File: config.mk
export PLATFORM = sky130hd
export DESIGN_NAME = wave_table_loader
export DESIGN_NICKNAME = d
export VERILOG_FILES = /design/src/rtl/wave_table_loader.sv
export SDC_FILE = /design/constraint.sdc
export NUM_CORES = 1
export LEC_CHECK = 0
export CAP_MARGIN = 20
export CORE_MARGIN = 1
export CORE_UTILIZATION = 34
export CTS_BUF_LIST = sky130_fd_sc_hd__clkbuf_4
export CTS_CLUSTER_SIZE = 30
export DETAILED_ROUTE_END_ITERATION = 6
export PLACE_DENSITY = 0.65
export SLEW_MARGIN = 20
export SYNTH_ARGS = -nofsm -noshare
export SYNTH_HDL_FRONTEND = slang
export SYNTH_SLANG_ARGS = --single-unit
File: constraint.sdc
create_clock -name clk -period 2.15 [get_ports clk]
set_input_delay 0.43 -clock clk [delete_from_list [all_inputs] [get_ports clk]]
set_output_delay 0.43 -clock clk [all_outputs]
set_load 0.005 [all_outputs]
File: src/rtl/wave_table_loader.sv
// Streams one waveform table from a valid/ready byte source into
// the generator's sample memory write port, with a checksum and a stall timeout.
module wave_table_loader #(
  parameter int          TABLE_LEN = 1000,
  parameter logic [15:0] SINE_BASE = 16'h0000,
  parameter logic [15:0] TRI_BASE  = 16'h03E8,
  parameter int          TIMEOUT   = 65535
) (
  input  logic        clk,
  input  logic        rst_n,
  input  logic        start,
  input  logic [1:0]  table_sel,
  input  logic [7:0]  s_data,
  input  logic        s_valid,
  output logic        s_ready,
  output logic [15:0] mem_addr,
  output logic [7:0]  mem_din,
  output logic        mem_we,
  output logic        busy,
  output logic        done,
  output logic        error,
  output logic [15:0] checksum
);

  localparam logic [15:0] LAST = 16'(TABLE_LEN - 1);
  localparam logic [15:0] TMO_LAST = 16'(TIMEOUT - 1);

  typedef enum logic [1:0] {
    IDLE = 2'd0,
    LOAD = 2'd1,
    DONE = 2'd2
  } state_t;

  state_t      state;
  state_t      state_nx;
  logic [15:0] base;
  logic [15:0] count;
  logic [15:0] idle_cnt;
  logic        go;
  logic        bad;
  logic        hs;
  logic        last;
  logic        tmo;

  always_ff @(posedge clk or negedge rst_n) begin
    if (!rst_n) begin
      state <= IDLE;
    end else begin
      state <= state_nx;
    end
  end

  always_comb begin
    state_nx = state;
    unique case (state)
      IDLE: if (go) state_nx = LOAD;
      LOAD: begin
        if (last) state_nx = DONE;
        else if (tmo) state_nx = IDLE;
      end
      DONE: state_nx = IDLE;
      default: state_nx = IDLE;
    endcase
  end

  // Per-cycle events; s_ready is only ever high in LOAD.
  always_comb begin
    busy = (state != IDLE);
    go   = 1'b0;
    bad  = 1'b0;
    hs   = 1'b0;
    last = 1'b0;
    tmo  = 1'b0;
    unique case (state)
      IDLE: begin
        go  = start && !table_sel[1];
        bad = start && table_sel[1];
      end
      LOAD: begin
        hs   = s_valid && s_ready;
        last = hs && (count == LAST);
        tmo  = !hs && (idle_cnt == TMO_LAST);
      end
      default: ;
    endcase
  end

  always_ff @(posedge clk or negedge rst_n) begin
    if (!rst_n) begin
      s_ready  <= 1'b0;
      mem_addr <= 16'h0000;
      mem_din  <= 8'h00;
      mem_we   <= 1'b0;
      done     <= 1'b0;
      error    <= 1'b0;
      checksum <= 16'h0000;
      base     <= 16'h0000;
      count    <= 16'h0000;
      idle_cnt <= 16'h0000;
    end else begin
      mem_we <= 1'b0;
      done   <= 1'b0;
      if (go) begin
        base     <= table_sel[0] ? TRI_BASE : SINE_BASE;
        count    <= 16'h0000;
        idle_cnt <= 16'h0000;
        checksum <= 16'h0000;
        error    <= 1'b0;
        s_ready  <= 1'b1;
      end
      if (bad) error <= 1'b1;
      if (hs) begin
        mem_we   <= 1'b1;
        mem_addr <= base + count;
        mem_din  <= s_data;
        checksum <= checksum + {8'h00, s_data};
        count    <= count + 16'd1;
        idle_cnt <= 16'h0000;
      end else if (state == LOAD) begin
        idle_cnt <= idle_cnt + 16'd1;
      end
      if (last) begin
        s_ready <= 1'b0;
        done    <= 1'b1;
      end
      if (tmo) begin
        s_ready <= 1'b0;
        error   <= 1'b1;
      end
    end
  end

endmodule

Word level (Yosys, flattened, before mapping)
Index checks and enable logic that the tools add are counted.
- logic and storage cells: 57
- output and inout port bits: 45
- bits in registers: 94
- $add $sub $neg: 4
- eq/ne operators: 5
- reduce and logical (&&, ||, !) cells: 14
- mux-type cells: 23
- operator list (kind ; count):
    2-to-1 mux 16 bit ; 5
    adder 16 x 1 -> 16 bit, second input constant ; 2
    adder 16 bit ; 1
    adder 16 x 8 -> 16 bit ; 1
    equality test 16 x 10 -> 1 bit, second input constant ; 1
    equality test 16 bit, second input constant ; 1
    2-to-1 mux 1 bit ; 13
    2-to-1 mux 10 bit ; 1
    nonzero test 3 bit ; 3
    2-to-1 mux 2 bit ; 3
    logical AND 1 bit ; 5
    one-hot mux 2 bit (2 select lines) ; 1
    nonzero test 2 bit ; 2
    != test 3 bit, second input constant ; 1
    equality test 2 x 1 -> 1 bit, second input constant ; 1
    logical NOT 1 bit ; 2
    logical NOT 2 bit ; 1
    != test 2 bit, second input constant ; 1
    AND reduction 2 bit ; 1

Longest topological paths before layout
- word-level depth: 7
- depth in mapped cells: 8

Worst setup path after synthesis
OpenSTA, ideal clock, no wires.
- path kind: register -> register
- start point: register base[8]
- end point: register mem_addr[9]
- path slack: 0.348 ns
- stages on the path, launching flop included: 8
- data required time: 2.055 ns
- library setup time: 0.095 ns
- buffers on the path: 0
- arrival: 1.707 ns
- path through: dfrtp_1 ha_1 ha_1 a21oi_1 o21ai_0 o21a_1 o21a_1 o31ai_1
- cells in the longest elaborated chain, start to end: 1
- RTL lines (what ; line ; RTL):
    start: declaration ; 36 ; logic [15:0] base;
    start signal: assignment ; 104 ; base <= table_sel[0] ? TRI_BASE : SINE_BASE;
    adder 16 bit ; 114 ; mem_addr <= base + count;
    end signal: assignment ; 114 ;
    end: declaration ; 16 ; output logic [15:0] mem_addr,
Every way passes these cells.
A chain may end at the register's enable or synchronous reset.

Final worst setup path
- start point: register state[1]
- end point: output port busy
- cells in the longest elaborated chain, start to end: 1
- RTL lines (what ; line ; RTL):
    start: declaration ; 34 ; state_t state;
    start signal: assignment ; 49 ; state <= state_nx;
    nonzero test 2 bit ; 68 ; busy = (state != IDLE);
    end: declaration ; 19 ; output logic busy,
Every way passes these cells.

==> flow_summary.toml <==
[placement]
place_congestion = 0.825
dp_hpwl_mm = 6.76
portBuffers = 58

[yosys]
ys.flop_type = "dfrtp_1"
synth_top_area_share_pct = 47.7
async_flop_share_pct = 100
synthMostInstantiatedCell = "nand2_1"
netlist_area_sq_um = 4140
synth_common_cells = "nand2_1, dfrtp_1, o21ai_0"
syn_area_per_cell_sq_um = 8.91
syn_inst = 465
yosysWarnings = 0
ys_top_cells_by_area = "dfrtp_1, nand2_1, o21ai_0, ha_1, nand3_1"
ys_types = 45
synth_edf_count = 0
ys_ff_latch = 79
yosysTopAreaCell = "dfrtp_1"
yosysSeqAreaShare_pct = 47.7
synth_nets = 498

[worst_setup_path]
slowest_delay_ns = 0.45
worst_setup_path_end_kind = "primary output"
slowest_stage = "dfrtp_1"
worst-path-max-fanout = 4
worstPathRequired_ns = 1.72
path_cells = "nor2_1 -> inv_1 -> clkdlybuf4s50_1"
start_kind = "flop"
critical_path_class = "flop to primary output"
cp_data_arrival_time_ns = 1.58

[timing]
worst_pin_slew_ns = 0.679
finalCritPeriodShare_pct = 93.3
timing.hold.ws_ns = 0.328
setup_viol = 0
finalHoldViolCount = 0
report.final.slew_viol_count = 0
slew_headroom_pct = 54.4
period_minus_slack_ns = 2.01
rsz0062_at_grt = "no"
clock.fmax_ghz = 0.498
final.setup_skew_ns = 0.0218

[final_layout]
area.growth.synth_to_final_pct = 25.6
n_antenna_cell = 0
layout-drive-gt1-share_pct = 8.78
nets = 575

[die]
boundaryPins = 59
dieArea_sq_um = 12600
chipWidth_microns = 112
coreArea_sq_um = 11700
rows = 39
die_height_microns = 112
start_util_pct = 35.5

[routing]
first_pass_iters = 4
dr_total_vias = 3587
drt-total-wl_mm = 9.54
antenna_left = 0
drtIter0Drc = 231
wire_per_inst_microns = 13.8
drc = 0
detail_route.vias_per_cell = 5.20

[clock_network]
clkTransAtPathRegs_ns = 0.14
cts.path.max_buffers = 2
root_buffer = "clkbuf_4"
cts_sinks = 79
cts_tree = "built"
post_cts_resized = 0
ctsHtreeMaxLevel = 3
numCtsBuffers = 9
clock_latency_ns = 0.45

[power]
leakagePower_nw = 2.32
fin_total_pwr_mw = 4.09
worst_ir_drop_vdd_uv = 349
power.density_nw_per_um2 = 787

[hold_path]
hold_class = "primary input to async pin"

[global_route]
grt_remaining_overflow = 0
grt_first_pass_wirelength_mm = 17.0
grt_pass1_vias = 3657
grt_max_degree = 70
grtUsageTotal_pct = 16.7
antenna_found_initial = 0

[flow_run]
cap_viol_max_count = 0

[outcome]
outcome = "complete, no violations"
-- final cells by class --
cell class | count | area [sq um]
Inverter | 9 | 33.8
Clock inverter | 7 | 95.1
Sequential cell | 79 | 1980
Tap cell | 143 | 179
Timing Repair Buffer | 88 | 818
Fill cell | 1147 | 6460
Multi-Input combinational cell | 355 | 2030
Clock buffer | 9 | 67.6
-- where the power goes --
part	leakage, nW	internal (mW)	switching, mW	total, mW
Clock	0.0863	0.473	0.552	1.02
Combinational	1.18	0.636	0.544	1.18
Sequential	1.05	1.69	0.200	1.89
Total	2.32	2.80	1.30	4.09
-- worst max-delay path, delay by kind of cell, from the launching register on --
| kind | cells | cell delay [ns] |
|---|---|---|
| simple gates | 1 | 0.15 |
| flops | 1 | 0.45 |
| buf+inv | 2 | 0.52 |
-- timing repair --
| action | in CTS | in global routing |
|---|---|---|
| buffers inserted | 0 | 0 |
| hold buffers | 1 | 0 |
| hold endpoints to repair | 10 | 0 |
| endpoints found under the setup margin | 0 | 0 |
-- layout by cell type (no fill, tap or decap), types with 2 or more instances in the layout --
cell / n
a21oi_1: 15
o211ai_1: 2
buf_4: 29
xor2_1: 11
a21boi_0: 2
a31oi_1: 7
nand2b_1: 4
nand4_1: 16
dfrtp_1: 79
nand3_1: 34
clkdlybuf4s50_1: 57
xnor2_1: 4
o21bai_1: 2
nor3_1: 8
bufinv_16: 2
nor2b_1: 2
o31ai_1: 6
a21o_1: 5
mux2i_1: 9
ha_1: 18
nor4_1: 5
o21a_1: 2
clkinv_2: 2
clkbuf_4: 9
inv_1: 8
nor2_1: 24
nand2_1: 94
or3_1: 2
o21ai_0: 56
o41ai_1: 2
o21ai_1: 7
and2_1: 2
and3_1: 4
-- stage by stage --
| stage | instances | instance area, sq um | util [%] | TNS, ns | worst slack, ns |
|---|---|---|---|---|---|
| floorplan | 465 | 4140 | - | 0 | 0.348 |
| global placement | 673 | 5030 | 43.1 | -1.97 | -0.258 |
| detailed placement | 673 | 5030 | 43.1 | -2.85 | -0.274 |
| CTS | 690 | 5200 | 44.6 | 0 | 0.0942 |
| global route | 690 | 5200 | 44.6 | 0 | 0.0217 |
| finish | 690 | 5200 | 44.6 | 0 | 0.144 |
-- layer usage --
metal / GRT usage [%] / share of wire (%) / wire (microns)
met4: 6.49 / 1.8 / 169
met3: 2.92 / 4.2 / 402
met2: 27.5 / 45 / 4290
met5: 0 / 0 / 0
met1: 22.0 / 49 / 4680
-- kinds of logic (layout without fill, tap and decap cells) --
logic type | count (synthesis) | in the layout | share of synthesized area (%)
multiplexers | 9 | 9 | 2.17
XOR/XNOR | 15 | 15 | 3.17
AO/OA/AOI/OAI | 110 | 110 | 15.2
flip-flops | 79 | 79 | 47.7
AND/OR/NAND/NOR | 202 | 202 | 22.6
adder cells (fa/ha/maj) | 19 | 19 | 5.92
buffers and inverters | 31 | 113 | 3.23
-- state kept, by name (all words and copies together), names as in the netlist, 2 cells and up --
register / cells
count: 16
mem_addr: 16
mem_din: 8
state: 2
checksum: 16
idle_cnt: 16
-- final timing paths --
kind                         startpoint  slack [ns]           end  cells after the start
max                            state[1]        0.14          busy                      3
min                               rst_n        0.33  idle_cnt[12]                      2
max reg2reg                     base[8]        0.16   mem_addr[9]                      7
min reg2reg                idle_cnt[12]        0.47  idle_cnt[12]                      1
max in group asynchronous         rst_n        1.19     count[11]                      3
min in group clk           idle_cnt[12]        0.47  idle_cnt[12]                      1
(Power assumes the default switching activity.)
